===== src/rtl/iq_ctrl_pkg.sv =====
`default_nettype none
// ============================================================================
// Module   : iq_ctrl_pkg
// Purpose  : Shared types and default widths for the IQ sweep controller and
//            the host-side readback block.
// Contents : state_t        - sweep sequencer states
//            *_DEF          - default parameter widths
//            res_rec_t      - one result record {ftw, i, q} at default widths
// Revision : 1.0 - initial release
// ============================================================================
package iq_ctrl_pkg;

    localparam int FTW_W_DEF      = 8;
    localparam int DATA_W_DEF     = 48;
    localparam int ACC_LOG2_DEF   = 8;
    localparam int SETTLE_CYC_DEF = 16;
    localparam int RES_W_DEF      = DATA_W_DEF + ACC_LOG2_DEF;

    typedef enum logic [2:0] {
        ST_IDLE   = 3'd0,
        ST_LOAD   = 3'd1,
        ST_SETTLE = 3'd2,
        ST_ACCUM  = 3'd3,
        ST_REPORT = 3'd4,
        ST_DONE   = 3'd5
    } state_t;

    typedef struct packed {
        logic        [FTW_W_DEF-1:0] ftw;
        logic signed [RES_W_DEF-1:0] i;
        logic signed [RES_W_DEF-1:0] q;
    } res_rec_t;

endpackage : iq_ctrl_pkg
`default_nettype wire


===== src/rtl/iq_sweep_controller_if.sv =====
`default_nettype none
// ============================================================================
// Module   : iq_sweep_controller_if
// Purpose  : Bundles the host config/control, the IQ datapath link and the
//            result stream of the sweep controller.
// Modports : slave  - the sweep controller itself
//            master - the surrounding host/datapath/consumer side
// Signals  : start, ftw_start/stop/step      host -> controller
//            freq_tuning_word, dp_enable     controller -> datapath
//            dp_valid, i_in, q_in            datapath -> controller
//            res_valid/ready, res_ftw/i/q    result valid/ready stream
//            busy, done, cfg_err             status
// Revision : 1.0 - initial release
// ============================================================================
interface iq_sweep_controller_if
    import iq_ctrl_pkg::*;
#(
    parameter int FTW_W    = FTW_W_DEF,
    parameter int DATA_W   = DATA_W_DEF,
    parameter int ACC_LOG2 = ACC_LOG2_DEF
);
    localparam int RES_W = DATA_W + ACC_LOG2;

    logic                     start;
    logic        [FTW_W-1:0]  ftw_start;
    logic        [FTW_W-1:0]  ftw_stop;
    logic        [FTW_W-1:0]  ftw_step;
    logic        [FTW_W-1:0]  freq_tuning_word;
    logic                     dp_enable;
    logic                     dp_valid;
    logic signed [DATA_W-1:0] i_in;
    logic signed [DATA_W-1:0] q_in;
    logic                     res_valid;
    logic                     res_ready;
    logic        [FTW_W-1:0]  res_ftw;
    logic signed [RES_W-1:0]  res_i;
    logic signed [RES_W-1:0]  res_q;
    logic                     busy;
    logic                     done;
    logic                     cfg_err;

    modport slave (
        input  start, ftw_start, ftw_stop, ftw_step,
        input  dp_valid, i_in, q_in, res_ready,
        output freq_tuning_word, dp_enable,
        output res_valid, res_ftw, res_i, res_q,
        output busy, done, cfg_err
    );

    modport master (
        output start, ftw_start, ftw_stop, ftw_step,
        output dp_valid, i_in, q_in, res_ready,
        input  freq_tuning_word, dp_enable,
        input  res_valid, res_ftw, res_i, res_q,
        input  busy, done, cfg_err
    );

endinterface : iq_sweep_controller_if
`default_nettype wire


===== src/rtl/iq_accumulator.sv =====
`default_nettype none
// ============================================================================
// Module   : iq_accumulator
// Purpose  : Signed integrator. Sign-extends each DATA_W sample to
//            DATA_W+ACC_LOG2 bits and adds it when enabled; the extra
//            ACC_LOG2 bits absorb 2**ACC_LOG2 full-scale samples, so no
//            saturation is needed.
// Ports    : clk, reset_n (sync, active low)
//            clear_i  - zero the sum (priority over enable)
//            en_i     - add data_i this cycle
//            data_i   - signed sample
//            acc_o    - running signed sum
// Revision : 1.0 - initial release
// ============================================================================
module iq_accumulator #(
    parameter int DATA_W   = 48,
    parameter int ACC_LOG2 = 8
) (
    input  wire logic                              clk,
    input  wire logic                              reset_n,
    input  wire logic                              clear_i,
    input  wire logic                              en_i,
    input  wire logic signed [DATA_W-1:0]          data_i,
    output      logic signed [DATA_W+ACC_LOG2-1:0] acc_o
);
    localparam int ACC_W = DATA_W + ACC_LOG2;

    logic signed [ACC_W-1:0] acc_q;
    logic signed [ACC_W-1:0] data_ext;

    assign data_ext = {{ACC_LOG2{data_i[DATA_W-1]}}, data_i};

    always_ff @(posedge clk) begin
        if (!reset_n) begin
            acc_q <= '0;
        end else if (clear_i) begin
            acc_q <= '0;
        end else if (en_i) begin
            acc_q <= acc_q + data_ext;
        end
    end

    assign acc_o = acc_q;

endmodule : iq_accumulator
`default_nettype wire


===== src/rtl/iq_sweep_controller.sv =====
`default_nettype none
// ============================================================================
// Module   : iq_sweep_controller
// Purpose  : Frequency-sweep sequencer for IQ_mod_demod. Steps the NCO tuning
//            word from ftw_start to ftw_stop, waits SETTLE_CYC clocks per
//            point, integrates 2**ACC_LOG2 valid I/Q samples and emits one
//            {ftw, I_sum, Q_sum} record per point on a valid/ready stream.
// Ports    : clk, reset_n (sync, active low)
//            bus - iq_sweep_controller_if.slave (config, datapath, results,
//                  status)
// Revision : 1.0 - initial release
// ============================================================================
module iq_sweep_controller
    import iq_ctrl_pkg::*;
#(
    parameter int FTW_W      = FTW_W_DEF,
    parameter int DATA_W     = DATA_W_DEF,
    parameter int ACC_LOG2   = ACC_LOG2_DEF,
    parameter int SETTLE_CYC = SETTLE_CYC_DEF
) (
    input wire logic             clk,
    input wire logic             reset_n,
    iq_sweep_controller_if.slave bus
);
    localparam int RES_W = DATA_W + ACC_LOG2;
    localparam int SET_W = (SETTLE_CYC > 1) ? $clog2(SETTLE_CYC) : 1;

    localparam logic [SET_W-1:0]    SET_LAST = SET_W'(SETTLE_CYC - 1);
    localparam logic [ACC_LOG2-1:0] SMP_LAST = '1;

    state_t               state_q, state_d;
    logic [FTW_W-1:0]     cur_ftw_q, cur_ftw_d;
    logic [FTW_W-1:0]     stop_q, stop_d;
    logic [FTW_W-1:0]     step_q, step_d;
    logic [FTW_W-1:0]     ftw_out_q, ftw_out_d;
    logic [SET_W-1:0]     set_cnt_q, set_cnt_d;
    logic [ACC_LOG2-1:0]  smp_cnt_q, smp_cnt_d;
    logic                 cfg_err_q, cfg_err_d;
    logic                 acc_clr;
    logic                 acc_en;
    logic [FTW_W:0]       nxt_ftw;
    logic signed [RES_W-1:0] sum_i, sum_q;

    // One extra bit so a step that wraps past 2**FTW_W-1 still compares as
    // beyond ftw_stop and ends the sweep.
    assign nxt_ftw = {1'b0, cur_ftw_q} + {1'b0, step_q};

    always_ff @(posedge clk) begin
        if (!reset_n) begin
            state_q   <= ST_IDLE;
            cur_ftw_q <= '0;
            stop_q    <= '0;
            step_q    <= '0;
            ftw_out_q <= '0;
            set_cnt_q <= '0;
            smp_cnt_q <= '0;
            cfg_err_q <= 1'b0;
        end else begin
            state_q   <= state_d;
            cur_ftw_q <= cur_ftw_d;
            stop_q    <= stop_d;
            step_q    <= step_d;
            ftw_out_q <= ftw_out_d;
            set_cnt_q <= set_cnt_d;
            smp_cnt_q <= smp_cnt_d;
            cfg_err_q <= cfg_err_d;
        end
    end

    always_comb begin
        state_d   = state_q;
        cur_ftw_d = cur_ftw_q;
        stop_d    = stop_q;
        step_d    = step_q;
        ftw_out_d = ftw_out_q;
        set_cnt_d = set_cnt_q;
        smp_cnt_d = smp_cnt_q;
        cfg_err_d = 1'b0;
        acc_clr   = 1'b0;
        acc_en    = 1'b0;

        case (state_q)
            ST_IDLE: begin
                if (bus.start) begin
                    if ((bus.ftw_step == '0) || (bus.ftw_start > bus.ftw_stop)) begin
                        cfg_err_d = 1'b1;
                    end else begin
                        cur_ftw_d = bus.ftw_start;
                        stop_d    = bus.ftw_stop;
                        step_d    = bus.ftw_step;
                        state_d   = ST_LOAD;
                    end
                end
            end
            ST_LOAD: begin
                ftw_out_d = cur_ftw_q;
                set_cnt_d = '0;
                smp_cnt_d = '0;
                acc_clr   = 1'b1;
                state_d   = ST_SETTLE;
            end
            ST_SETTLE: begin
                // Settling time is wall-clock, not sample count.
                if (set_cnt_q == SET_LAST) begin
                    set_cnt_d = '0;
                    state_d   = ST_ACCUM;
                end else begin
                    set_cnt_d = set_cnt_q + 1'b1;
                end
            end
            ST_ACCUM: begin
                if (bus.dp_valid) begin
                    acc_en    = 1'b1;
                    smp_cnt_d = smp_cnt_q + 1'b1;
                    if (smp_cnt_q == SMP_LAST) begin
                        state_d = ST_REPORT;
                    end
                end
            end
            ST_REPORT: begin
                if (bus.res_ready) begin
                    if (nxt_ftw > {1'b0, stop_q}) begin
                        state_d = ST_DONE;
                    end else begin
                        cur_ftw_d = nxt_ftw[FTW_W-1:0];
                        state_d   = ST_LOAD;
                    end
                end
            end
            ST_DONE: begin
                state_d = ST_IDLE;
            end
            default: begin
                state_d = ST_IDLE;
            end
        endcase
    end

    iq_accumulator #(
        .DATA_W   (DATA_W),
        .ACC_LOG2 (ACC_LOG2)
    ) u_acc_i (
        .clk     (clk),
        .reset_n (reset_n),
        .clear_i (acc_clr),
        .en_i    (acc_en),
        .data_i  (bus.i_in),
        .acc_o   (sum_i)
    );

    iq_accumulator #(
        .DATA_W   (DATA_W),
        .ACC_LOG2 (ACC_LOG2)
    ) u_acc_q (
        .clk     (clk),
        .reset_n (reset_n),
        .clear_i (acc_clr),
        .en_i    (acc_en),
        .data_i  (bus.q_in),
        .acc_o   (sum_q)
    );

    // Accumulators only change in LOAD/ACCUM, so the record is stable for
    // the whole REPORT phase regardless of backpressure.
    assign bus.freq_tuning_word = ftw_out_q;
    assign bus.dp_enable        = (state_q == ST_SETTLE) || (state_q == ST_ACCUM);
    assign bus.res_valid        = (state_q == ST_REPORT);
    assign bus.res_ftw          = cur_ftw_q;
    assign bus.res_i            = sum_i;
    assign bus.res_q            = sum_q;
    assign bus.busy             = (state_q != ST_IDLE);
    assign bus.done             = (state_q == ST_DONE);
    assign bus.cfg_err          = cfg_err_q;

endmodule : iq_sweep_controller
`default_nettype wire

===== src/flat_wrapper.sv =====
// flat-port wrapper written by rule: the top's interface ports become plain ports
module iq_sweep_controller_flat import iq_ctrl_pkg::*;
#(
    parameter int FTW_W      = FTW_W_DEF,
    parameter int DATA_W     = DATA_W_DEF,
    parameter int ACC_LOG2   = ACC_LOG2_DEF,
    parameter int SETTLE_CYC = SETTLE_CYC_DEF
)
  (clk, reset_n, bus_start, bus_ftw_start, bus_ftw_stop, bus_ftw_step, bus_dp_valid, bus_i_in, bus_q_in, bus_res_ready, bus_freq_tuning_word, bus_dp_enable, bus_res_valid, bus_res_ftw, bus_res_i, bus_res_q, bus_busy, bus_done, bus_cfg_err);
  iq_sweep_controller_if #(.FTW_W(FTW_W), .DATA_W(DATA_W), .ACC_LOG2(ACC_LOG2)) bus_i ();
  input wire logic clk;
  input wire logic reset_n;
  input wire logic [$bits(bus_i.start)-1:0] bus_start;
  input wire logic [$bits(bus_i.ftw_start)-1:0] bus_ftw_start;
  input wire logic [$bits(bus_i.ftw_stop)-1:0] bus_ftw_stop;
  input wire logic [$bits(bus_i.ftw_step)-1:0] bus_ftw_step;
  input wire logic [$bits(bus_i.dp_valid)-1:0] bus_dp_valid;
  input wire logic [$bits(bus_i.i_in)-1:0] bus_i_in;
  input wire logic [$bits(bus_i.q_in)-1:0] bus_q_in;
  input wire logic [$bits(bus_i.res_ready)-1:0] bus_res_ready;
  output wire logic [$bits(bus_i.freq_tuning_word)-1:0] bus_freq_tuning_word;
  output wire logic [$bits(bus_i.dp_enable)-1:0] bus_dp_enable;
  output wire logic [$bits(bus_i.res_valid)-1:0] bus_res_valid;
  output wire logic [$bits(bus_i.res_ftw)-1:0] bus_res_ftw;
  output wire logic [$bits(bus_i.res_i)-1:0] bus_res_i;
  output wire logic [$bits(bus_i.res_q)-1:0] bus_res_q;
  output wire logic [$bits(bus_i.busy)-1:0] bus_busy;
  output wire logic [$bits(bus_i.done)-1:0] bus_done;
  output wire logic [$bits(bus_i.cfg_err)-1:0] bus_cfg_err;
  assign bus_i.start = bus_start;
  assign bus_i.ftw_start = bus_ftw_start;
  assign bus_i.ftw_stop = bus_ftw_stop;
  assign bus_i.ftw_step = bus_ftw_step;
  assign bus_i.dp_valid = bus_dp_valid;
  assign bus_i.i_in = bus_i_in;
  assign bus_i.q_in = bus_q_in;
  assign bus_i.res_ready = bus_res_ready;
  assign bus_freq_tuning_word = bus_i.freq_tuning_word;
  assign bus_dp_enable = bus_i.dp_enable;
  assign bus_res_valid = bus_i.res_valid;
  assign bus_res_ftw = bus_i.res_ftw;
  assign bus_res_i = bus_i.res_i;
  assign bus_res_q = bus_i.res_q;
  assign bus_busy = bus_i.busy;
  assign bus_done = bus_i.done;
  assign bus_cfg_err = bus_i.cfg_err;
  iq_sweep_controller #(.FTW_W(FTW_W), .DATA_W(DATA_W), .ACC_LOG2(ACC_LOG2), .SETTLE_CYC(SETTLE_CYC)) u_core (.clk(clk), .reset_n(reset_n), .bus(bus_i));
endmodule

===== config.mk =====
export PLATFORM = sky130hd
export DESIGN_NAME = iq_sweep_controller_flat
export DESIGN_NICKNAME = d
export VERILOG_FILES = /design/src/rtl/iq_ctrl_pkg.sv /design/src/rtl/iq_sweep_controller_if.sv /design/src/rtl/iq_accumulator.sv /design/src/rtl/iq_sweep_controller.sv /design/src/flat_wrapper.sv
export SDC_FILE = /design/constraint.sdc
export NUM_CORES = 1
export LEC_CHECK = 0
export CORE_ASPECT_RATIO = 0.8
export CORE_UTILIZATION = 40
export CTS_CLUSTER_SIZE = 8
export DETAILED_ROUTE_END_ITERATION = 6
export PLACE_DENSITY = 0.67
export SETUP_SLACK_MARGIN = 0.1
export SLEW_MARGIN = 20
export SYNTH_ARGS = -nofsm -noshare
export SYNTH_HDL_FRONTEND = slang
export SYNTH_SLANG_ARGS = --single-unit

===== constraint.sdc =====
create_clock -name clk -period 3.8 [get_ports clk]
set_clock_uncertainty 0.15 [all_clocks]
set_input_delay 0.76 -clock clk [delete_from_list [all_inputs] [get_ports clk]]
set_output_delay 0.76 -clock clk [all_outputs]
set_load 0.01 [all_outputs]

* Yosys cells after proc, flatten, opt, wreduce, memory -nomap -nowiden
Cells that the tools add are included. W data, S select, Z words.
Storage, ports and cells: register bits after elaboration 160, output and inout bits 133, logic and storage cells 68, bits of input ports 125
Cells by class: $lt $le $gt $ge 2, equality and inequality tests 14, bitwise gates (word level) 2, mux-type cells 21, $add $sub $neg 5, reductions and logical operators 14
Operators by type and width (number):
- $add A56 B48 Y56 | 2
- $mux W8 | 5
- $pmux W8 S2 | 2
- $mux W3 | 7
- $pmux W3 S5 | 1
- $ne A2 B2 Y1 const B | 5
- $add A8 B8 Y9 | 1
- $gt A9 B8 Y1 | 1
- $add A8 B1 Y8 const B | 1
- $eq A8 B8 Y1 const B | 1
- $gt A8 B8 Y1 | 1
- $logic_not A8 Y1 | 1
- $pmux W4 S2 | 1
- $eq A3 B2 Y1 const B | 2
- $eq A3 B3 Y1 const B | 2
- $reduce_and A3 Y1 | 2
- $reduce_and A6 Y1 | 1
- $reduce_bool A2 Y1 | 3
- $reduce_and A5 Y1 | 1
- $add A4 B1 Y4 const B | 1
- $eq A4 B4 Y1 const B | 1
- $mux W1 | 4
- $mux W4 | 1
- $ne A2 B1 Y1 const B | 2
- 7 further kinds | 9

* Logic depth before layout (Yosys ltp)
depth in word-level cells 5, depth in mapped cells 17, gate-level depth less buffers 16

* Cells and area by module
A second synthesis with hierarchy kept.
Second synthesis, totals: cell total of the unflattened synthesis 1710, area, all modules 13367.8 µm²
By module, submodules not included:
- iq_accumulator at u_core.u_acc_i | seq. area each 1121.1 µm², cells an instance 668, times used 1, area an instance 5291.3 µm²
- iq_accumulator at u_core.u_acc_q | seq. area each 1121.1 µm², cells an instance 698, times used 1, area an instance 5256.3 µm²
- iq_sweep_controller | seq. area each 960.9 µm², cells an instance 344, times used 1, area an instance 2820.2 µm²

* Worst setup path after synthesis
OpenSTA, ideal clock, no wires.
path kind reg-to-reg, from reg u_core.cur_ftw_q[0] (netlist: u_core.bus.res_ftw[0]), to reg u_core.cur_ftw_q[6] (netlist: u_core.bus.res_ftw[6]), arrival 3.373 ns, period minus slack after synthesis 3.614 ns, path buffers 1, required time 3.559 ns, slack 0.186 ns, stages on the path, launching flop included 18, cells stage by stage dfxtp_1 > ha_1 > fa_1 > a21o_1 > a21oi_1 > xnor2_1 > ha_1 > nand4_1 > nor2_1 > a211o_1 > a21o_1 > a21o_1 > a21oi_1 > o21ai_1 > o21bai_2 > buf_2 > nor2_1 > a311oi_1
On the way: longest elaborated chain between the ends 4
RTL lines:
- start, declared | line iq_sweep_controller.sv:32 | logic [FTW_W-1:0] cur_ftw_q, cur_ftw_d;
- start signal, assigned | line iq_sweep_controller.sv:60 | cur_ftw_q <= cur_ftw_d;
- $add A8 B8 Y9 * | line iq_sweep_controller.sv:46 | assign nxt_ftw = {1'b0, cur_ftw_q} + {1'b0, step_q};
- $gt A9 B8 Y1 / $mux W8 (equally long branches) | line iq_sweep_controller.sv:122 | if (nxt_ftw > {1'b0, stop_q}) begin
- $ne A2 B2 Y1 (no line) / $mux W8 (equally long branches)
- $reduce_and A5 Y1 (no line) / $pmux W8 S2 (equally long branches)
Every way passes the cells marked *; elsewhere a longest branch is shown, timed or not. The select of a mux whose other input is x is not followed. A chain may end at the register's enable or synchronous reset.

* Worst setup path after layout
from reg u_core.step_q[0], to reg u_core.cur_ftw_q[1] (netlist: u_core.bus.res_ftw[1])
On the way: longest elaborated chain between the ends 4
RTL lines:
- start, declared | line iq_sweep_controller.sv:34 | logic [FTW_W-1:0] step_q, step_d;
- start signal, assigned | line iq_sweep_controller.sv:62 | step_q <= step_d;
- $add A8 B8 Y9 * | line iq_sweep_controller.sv:46
- $gt A9 B8 Y1 / $mux W8 (equally long branches) | line iq_sweep_controller.sv:122
- $ne A2 B2 Y1 (no line) / $mux W8 (equally long branches)
- $reduce_and A5 Y1 (no line) / $pmux W8 S2 (equally long branches)
Marks and branches as above.

==> impl_metrics.toml <==
[yosys]
synthArstFlopShare = 0
yosysWarnings = 0
synthesis.instances = 1687
synth_area_mm2 = 0.0128
synth_edf_count = 0
yosysUniqueCellTypes = 89
yosysSeqAreaShare = 0.251
synth-main-ff-cell = "dfxtp_1"
yosys_register_bits = 160
syn_area_per_cell_um2 = 7.57
mappedNetlistNets = 1951

[timing]
layout_min_cycle_time_ps = 3670
fmax_ghz = 0.273
hold_viol_final = 0
maxSlewViolCount = 0
tightest_slew_ps = 919
whs_ps = 307
max_slew_margin = 0.387
finalSetupViolations = 0
fin_crit_sh = 0.965

[pwr]
total_power_w = 0.00580
pwr-share-seq = 0.327
power.density_mw_per_mm2 = 328
leakagePower_nw = 7.67
switchingPower_w = 0.00199
p_comb_frac = 0.343
sw_frac_of_total = 0.343
p_int_w = 0.00381
vdd_drop_max_mv = 0.300
pwr-share-clk = 0.330

[place]
dp_hpwl_um = 31500
place_inst = 2450
place_congestion = 0.927
io_buffers = 257

[floorplanning]
die_h_um = 162
start_util = 0.406
die_area_mm2 = 0.0326
top_level_ports = 258
core_mm2 = 0.0314
row_count = 58
die_w_um = 202

[clock_network]
clock_sinks = 160
tritoncts = "done"
clkSlewWorstSetupHoldPaths_ps = 70
cts-root-buf = "clkbuf_16"
cts_buffers = 17
clk_path_buf_depth = 2
worstSkewPairLatency_ps = 440
htree_levels = 4

[routing]
ant_nets = 0
drt_iter0_markers = 810
post_drt_wl_per_cell_um = 16.5
viasPerCell = 5.48
vias = 13700
dr.pass1.iters = 5
routed_wl_um = 41200
drcViolationCount = 0

[worst_setup_path]
startpoint_type = "register"
path_class = "register to register"
cp_data_arrival_time_ps = 3850
required_ps = 3980
r2r_slack_ps = 130
cp_max_fo = 7
worstReg2RegEnd = "u_core.bus.res_ftw[1]"
timing.rr.start = "u_core.step_q[0]"
cp-end-kind = "register"
ff2ff_path_depth = 15

[global_routing]
top_usage_layer = "met2"
grtUsageMet1 = 0.361
grt_pass1_wl_um = 66600
overflow = 0
grt_util_met2 = 0.389
grt_pass1_vias = 12900
grt_max_degree = 49
use_met3 = 0.0343
grt_util_all_layers = 0.248
grt_antenna_before_repair = 0

[final_layout]
multi_input_area_mm2 = 0.00928
final_layout_size_suffix_gt1_frac = 0.123
area_growth_pct = 38.4
fillers = 2862
nets = 2321
seq_area_mm2 = 0.00321
final_cells = 2490

[hold_path]
whs_path_depth = 2
worst_hold_path.endpoint = "u_core.bus.freq_tuning_word[4]"
hp-start = "u_core.bus.freq_tuning_word[4]"
hold_class = "register to register"

[run]
cap_viol_max_count = 0

[run_status]
status = "complete, no violations"
## registers in the layout, indices dropped and copies added, names as in the netlist
register / flops
u_core.bus.cfg_err: 1
u_core.bus.freq_tuning_word: 8
u_core.bus.res_ftw: 8
u_core.set_cnt_q: 4
u_core.smp_cnt_q: 8
u_core.state_q: 3
u_core.step_q: 8
u_core.stop_q: 8
u_core.u_acc_i.acc_o: 56
u_core.u_acc_q.acc_o: 56
## per-layer routing
| metal | wire, um | share of wire |
|---|---|---|
| met5 | 0 | 0 |
| met2 | 18100 | 0.44 |
| met3 | 2250 | 0.055 |
| met4 | 404 | 0.0098 |
| met1 | 20400 | 0.50 |
## worst max path at each step
stage / to / startpoint / cells after the start / slack (ps)
after floorplan: u_core.bus.res_ftw[6] / u_core.bus.res_ftw[0] / 17 / 190
after global placement: u_core.u_acc_q.acc_o[52] / bus_q_in[0] / 14 / -290
after detailed placement: u_core.u_acc_q.acc_o[52] / bus_q_in[0] / 14 / -480
after CTS: u_core.u_acc_q.acc_o[52] / bus_q_in[0] / 14 / 80
after global routing: u_core.bus.res_ftw[1] / u_core.step_q[0] / 17 / -20
final: u_core.bus.res_ftw[1] / u_core.step_q[0] / 15 / 130
## synth_stat cells, types with 7 or more instances
master,number,area (um^2)
nor2_1,119,447
o21bai_1,23,173
a211oi_1,15,113
clkbuf_1,51,191
and2_1,12,75.1
a31oi_1,13,81.3
xnor2_1,50,438
and3_1,18,113
nor3_1,20,100
a21boi_0,7,52.6
nand2_1,265,995
xor2_1,40,350
a21oi_1,229,1150
o21a_1,12,90.1
mux2i_1,28,280
nand4_1,38,238
nor2b_1,13,81.3
o21ai_1,8,40.0
a21o_1,71,533
nand2b_1,14,87.6
or3_1,11,68.8
o211ai_1,12,90.1
dfxtp_1,160,3200
nand3_1,41,205
a211o_1,10,87.6
inv_1,61,229
ha_1,136,1700
o21ai_0,84,420
or4_1,7,52.6
## final cells by class
cell class	instances	area share
antenna	1	0.000142
clock buffer	19	0.0251
clock inverter	12	0.0103
inverter	63	0.0134
multi-input combinational	1401	0.525
sequential	160	0.181
tap	420	0.0297
timing repair buffer	414	0.215
## layout by cell type, fill, tap and decap left out, types with 7 or more instances in the layout
cell type	count
dfxtp_1	157
and2_1	12
clkdlybuf4s50_1	257
o21a_1	12
a21oi_2	7
ha_1	132
nand2_1	265
a21oi_1	225
inv_1	61
xor2_1	40
or4_1	7
nor3_1	20
or3_1	11
nand3_1	41
xnor2_1	49
clkbuf_16	18
a21boi_0	7
o21bai_1	23
nand2b_1	13
a211o_1	10
o21ai_0	81
buf_4	153
a21o_1	71
mux2i_1	28
o21ai_1	8
nor2_1	118
nand4_1	38
nor2b_1	12
o211ai_1	12
a31oi_1	11
a211oi_1	14
and3_1	16
## cells by family (layout without fill, tap and decap cells)
kind of cell    Yosys count  after routing  share of synthesized area
compound gates          551            551                      0.273
xor+xnor                 90             90                     0.0617
fa+ha+maj               139            139                      0.138
buf+inv                 126            508                     0.0393
flops                   160            160                      0.251
mux                      29             29                     0.0228
other cells               0              1                          0
simple gates            592            592                      0.214
## power by group through the flow
| stage | sequential, W | clock (W) | combinational, W |
|---|---|---|---|
| floorplan | 0.00191 | 0 | 0.00111 |
| detailed placement | 0.00193 | 0 | 0.00185 |
| CTS | 0.00189 | 0.00196 | 0.00187 |
| global route | 0.00191 | 0.00202 | 0.00217 |
| finish | 0.00190 | 0.00192 | 0.00199 |
| global placement | 0.00193 | 0 | 0.00181 |
## worst max-delay path, stage by stage (launching register included)
cell	delay, ps
dfxtp_2	340
ha_4	160
fa_2	360
xor2_1	250
ha_1	310
a21o_1	200
a21o_1	190
a211o_1	300
a21o_1	180
a21o_1	190
a21oi_2	130
o21ai_2	110
o21bai_4	230
buf_12	150
nor2_1	40
a311oi_1	270
## per-stage QoR
step	instance area [um^2]	setup slack [ps]	setup TNS [ps]	util
3_3_place_gp	16800	-286	-3420	0.533
2_1_floorplan	12800	186	0	-
3_5_place_dp	16800	-481	-6610	0.533
5_1_grt	17700	-19.5	-19.5	0.562
6_report	17700	133	0	0.562
4_1_cts	17400	83.6	0	0.555
## repair_timing
| item | CTS | global route |
|---|---|---|
| endpoints found under the setup margin | 8 | 32 |
| resized for setup | 5 | 36 |
| cloned | 0 | 1 |
| pin swaps | 6 | 33 |
| hold buffers | 0 | 0 |
| buffers inserted | 2 | 5 |
(Power assumes the default switching activity.)
